$ cat config.mk
export PLATFORM = sky130hd
export DESIGN_NAME = gray_fifo_wr_ctrl
export DESIGN_NICKNAME = d
export VERILOG_FILES = /design/src/rtl/gray_pkg.sv /design/src/rtl/gray_ptr_counter.sv /design/src/rtl/gray_fifo_wr_ctrl.sv
export SDC_FILE = /design/constraint.sdc
export NUM_CORES = 1
export LEC_CHECK = 0
export CAP_MARGIN = 20
export CORE_ASPECT_RATIO = 0.9
export CORE_MARGIN = 5
export CORE_UTILIZATION = 40
export DETAILED_ROUTE_END_ITERATION = 10
export PLACE_DENSITY_LB_ADDON = 0.12
export SLEW_MARGIN = 20
export SYNTH_ARGS = -nofsm -noshare
export SYNTH_HDL_FRONTEND = slang
export SYNTH_SLANG_ARGS = --single-unit
$ cat constraint.sdc
create_clock -name clk -period 3.53 [get_ports clk]
set_clock_uncertainty 0.2 [all_clocks]
set_input_delay 0.706 -clock clk [delete_from_list [all_inputs] [get_ports clk]]
set_output_delay 0.706 -clock clk [all_outputs]
set_load 0.005 [all_outputs]
$ cat src/rtl/gray_pkg.sv
// Shared pointer helpers for the dual-clock FIFO controllers.
// The Gray conversions work on any pointer width up to 32 bits (zero-extended).
package gray_pkg;

  localparam int DEFAULT_ADDR_W = 4;
  localparam int PTR_W          = DEFAULT_ADDR_W + 1;
  localparam int DEPTH          = 2 ** DEFAULT_ADDR_W;

  function automatic logic [31:0] bin2gray(input logic [31:0] x);
    return x ^ (x >> 1);
  endfunction

  // Each binary bit is the XOR of all Gray bits from the MSB down to it.
  function automatic logic [31:0] gray2bin(input logic [31:0] g);
    logic [31:0] b;
    b = g;
    for (int i = 1; i < 32; i++) begin
      b = b ^ (g >> i);
    end
    return b;
  endfunction

endpackage

$ cat src/rtl/gray_ptr_counter.sv
// Binary + registered Gray pointer pair with wrap-around increment.
// Shared by the write-side and read-side FIFO controllers.
module gray_ptr_counter
  import gray_pkg::*;
#(
  parameter int W = PTR_W
) (
  input  logic         clk,
  input  logic         rst,
  input  logic         inc,
  output logic [W-1:0] ptr_bin,
  output logic [W-1:0] ptr_gray,
  output logic [W-1:0] ptr_bin_next
);

  logic [W-1:0] gray_next;

  always_comb begin
    ptr_bin_next = ptr_bin + W'(inc);
    gray_next    = W'(bin2gray(32'(ptr_bin_next)));
  end

  // Gray is registered so the read-domain synchroniser only ever sees one-bit steps.
  always_ff @(posedge clk or posedge rst) begin
    if (rst) begin
      ptr_bin  <= '0;
      ptr_gray <= '0;
    end else begin
      ptr_bin  <= ptr_bin_next;
      ptr_gray <= gray_next;
    end
  end

endmodule

$ cat src/rtl/gray_fifo_wr_ctrl.sv
// Write-side controller of a dual-clock FIFO: handshake, write pointer,
// and occupancy flags derived from the synchronised Gray read pointer.
module gray_fifo_wr_ctrl
  import gray_pkg::*;
#(
  parameter int ADDR_W       = DEFAULT_ADDR_W,
  parameter int AFULL_THRESH = 12
) (
  input  logic              clk,
  input  logic              rst,
  input  logic              in_valid,
  output logic              in_ready,
  output logic              wr_en,
  output logic [ADDR_W-1:0] wr_addr,
  output logic [ADDR_W:0]   wr_ptr_gray,
  input  logic [ADDR_W:0]   rd_ptr_gray_sync,
  output logic              full,
  output logic              almost_full,
  output logic [ADDR_W:0]   level,
  output logic              err
);

  localparam int PW         = ADDR_W + 1;
  localparam int FIFO_DEPTH = 2 ** ADDR_W;

  logic [PW-1:0] wptr_bin;
  logic [PW-1:0] wnext;
  logic [PW-1:0] rbin;
  logic [PW-1:0] lvl_next;

  assign in_ready = !full && !rst;
  assign wr_en    = in_valid && in_ready;
  assign wr_addr  = wptr_bin[ADDR_W-1:0];

  gray_ptr_counter #(
    .W (PW)
  ) u_wptr (
    .clk          (clk),
    .rst          (rst),
    .inc          (wr_en),
    .ptr_bin      (wptr_bin),
    .ptr_gray     (wr_ptr_gray),
    .ptr_bin_next (wnext)
  );

  // Modular difference: a wrapped read pointer still yields the right occupancy.
  always_comb begin
    rbin     = PW'(gray2bin(32'(rd_ptr_gray_sync)));
    lvl_next = wnext - rbin;
  end

  always_ff @(posedge clk or posedge rst) begin
    if (rst) begin
      level       <= '0;
      full        <= 1'b0;
      almost_full <= 1'b0;
      err         <= 1'b0;
    end else begin
      level       <= lvl_next;
      full        <= (lvl_next == PW'(FIFO_DEPTH));
      almost_full <= (lvl_next >= PW'(AFULL_THRESH));
      err         <= err || (lvl_next > PW'(FIFO_DEPTH));
    end
  end

endmodule
==> out/qor.yml <==
global_route:
  grt_pass1_wl_mm: 3.429
  antenna_found_initial: 0
  grt_max_degree: 18
  grt-ovfl-total: 0
  grt_pass1_vias: 804
  track_usage_pct: 12.41
drt:
  drt-pass1-iter-count: 4
  vias: 738
  drt.antenna.violating_nets: 0
  drt-vias-per-instance: 4.761
  drc: 0
  routedWlPerCell_um: 12.53
  dr.first_iter.drc_count: 17
  drt-total-wl_mm: 1.942
setup_path:
  slowest_delay_ns: 0.47
  critPathLaunch: "rst"
  crit_slowest_cell: "clkdlybuf4s50_1"
  path_buf_inv: 4
  endpoint_kind: "flop"
  r2r_cells: 13
  arrival_ns: 3.32
  critPathTopFamily: "adder cells"
  timing.rr.start: "full$_DFF_PP0_"
  critPathKind: "input pin to flop"
  crit_path_start_kind: "input pin"
  worst_r2r_endpoint: "full$_DFF_PP0_"
  rrSetupSlack_ns: 0.75
  path_cells: "clkdlybuf4s50_1 -> nor2_1 -> and2_1 -> ha_1 -> ha_1 -> xor3_2 -> ha_4 -> buf_4 -> inv_1 -> a2111oi_4 -> o211ai_1 -> o211ai_1 -> inv_2 -> and2_1"
  cp.depth: 14
  crit_path_end: "full$_DFF_PP0_"
  worstPathRequired_ns: 3.52
  path_max_fanout: 3
floorplanning:
  die_h_um: 57.31
  initial_core_util_pct: 41.02
  fp-row-count: 17
  dieArea_um2: 3586
  core_area_um2: 2425
  io_pins: 27
  dieWidth_um: 62.57
worst_hold_path:
  holdCritPathClass: "flop to flop"
clock_network:
  htree_num_levels: 1
  cts-root-buf: "clkbuf_4"
  clk_pin_slew_ns: 0.09
  post-cts-setup-buffer-count: 0
  worstSkewPairLatency_ns: 0.28
  numClockSinks: 17
  cts_tree: "done"
  cts_max_path_buffers: 2
  cts_made_buffers: 3
logic_synthesis:
  synth_area_per_cell_um2: 12.75
  netlist_area_um2: 994.7
  ys_types: 30
  synth.most_common_cell: "dfrtp_1"
  synth_edf_count: 0
  yosys-top-cells-count: "17 x dfrtp_1, 8 x inv_1, 7 x ha_1"
  syn_nets: 93
  yosysTopAreaCell: "dfrtp_1"
  yosysTopAreaCellShare_pct: 42.77
  ys_ff_latch: 17
  async_reset_ff_share_pct: 100.0
  synth_area_leaders: "dfrtp_1 43%, ha_1 8.8%, xnor2_1 4.4%, xor2_1 4.4%, xnor2_2 3.3%"
  ys.warnings.count: 0
  synth_flop_cell: "dfrtp_1"
  synth_seq_area_share_pct: 42.77
  netlist_instances: 78
placement:
  routabilityCongestion: 0.7484
  dp.cells: 151
  portBuffers: 26
  hpwl_mm: 1.669
timing:
  finalSetupTns_ns: 0
  period_share_pct: 94.36
  rsz0062_at_grt: "true"
  fmax_ghz: 0.3002
  tightest_slew_ns: 0.6373
  setup_viol: 0
  finalHoldViolCount: 0
  slew_headroom_pct: 57.46
  report.final.slew_viol_count: 0
  period_needed_ns: 3.331
final_layout:
  layout.area.seq_um2: 425.4
  final_core_util_pct: 61.82
  fillers: 209
  area_growth_syn_to_layout_pct: 50.69
  layout-drive-gt1-share_pct: 30.71
  multi_input_area_um2: 575.6
  diodes: 0
  final_cells: 155
  final_nets: 143
power_and_ir_drop:
  p_leak_nw: 0.6842
  ir_drop_uv: 660.4
  power_density_nw_per_um2: 993.4
outcome:
  status: "finished, final reports clean"
flow_run:
  drv_cap: 0
[where the power goes]
group | internal (W) | switching [W] | leakage (nW)
Clock | 0.0000439 | 0.0000579 | 0.0150
Sequential | 0.000295 | 0.0000525 | 0.200
Combinational | 0.000594 | 0.000446 | 0.470
Total | 0.000933 | 0.000556 | 0.684
[state kept, by name, summed over array words and instances, names as in the netlist]
signal / flops
almost_full: 1
err: 1
full: 1
level: 5
u_wptr.ptr_bin: 5
u_wptr.ptr_gray: 4
[metrics by stage]
| step | total power, W | instance area [um2] | hold WS (ns) | setup WS, ns |
|---|---|---|---|---|
| 2_1_floorplan | 0.0008885 | 994.7 | 0.2678 | 0.1579 |
| 3_3_place_gp | 0.001324 | 1433 | 0.2696 | -0.2882 |
| 3_5_place_dp | 0.001353 | 1433 | 0.2750 | -0.3719 |
| 4_1_cts | 0.001487 | 1480 | 0.2995 | 0.02100 |
| 5_1_grt | 0.001624 | 1499 | 0.3378 | -0.0007661 |
| 6_report | 0.001489 | 1499 | 0.2946 | 0.1992 |
[layer usage]
metal / vias to the layer above / GRT usage, % / wire length, um
li1: 364 / - / -
met1: 356 / 14.09 / 789
met2: 16 / 20.86 / 1019
met3: 2 / 3.543 / 100
met4: 0 / 7.273 / 34
met5: - / 0 / 0
[how the worst min path moves through the flow]
stage | startpoint | to | cells past startpoint
after floorplan | err$_DFF_PP0_ | err$_DFF_PP0_ | 1
after global placement | err$_DFF_PP0_ | err$_DFF_PP0_ | 1
after detailed placement | err$_DFF_PP0_ | err$_DFF_PP0_ | 1
after CTS | err$_DFF_PP0_ | err$_DFF_PP0_ | 1
after global routing | err$_DFF_PP0_ | err$_DFF_PP0_ | 1
final | err$_DFF_PP0_ | err$_DFF_PP0_ | 1
[layout make-up]
class | count | share of cell area (%)
well taps | 28 | 2.337
repair buffers | 45 | 26.88
inverters | 9 | 2.254
multi-input cells | 52 | 38.40
flip-flops and latches | 17 | 28.38
clock buffers | 4 | 1.753
[placed cells by master (no fill, tap or decap), drive strengths merged, types with 2 or more instances in the layout]
master,n
a21oi,2
nor2,3
dfrtp,17
clkdlybuf4s50,26
inv,9
xnor2,7
and2,2
nand3,4
nand2,2
buf,19
xor2,8
clkbuf,4
ha,7
o211ai,2
[logic make-up (layout without fill, tap and decap cells)]
kind of cell / after synthesis / in the layout / share of synthesized area, %
compound gates: 7 / 7 / 5.911
xor+xnor: 17 / 17 / 23.02
fa+ha+maj: 7 / 7 / 8.805
buf+inv: 9 / 58 / 3.396
flops: 17 / 17 / 42.77
mux: 2 / 2 / 2.138
simple gates: 19 / 19 / 13.96
[repair_timing]
action,4_1_cts,5_1_grt
pin swaps,2,3
setup endpoints to repair,2,4
gates resized for setup,3,2
hold buffers,0,0
No activity file was read; power rests on OpenSTA's default activity.
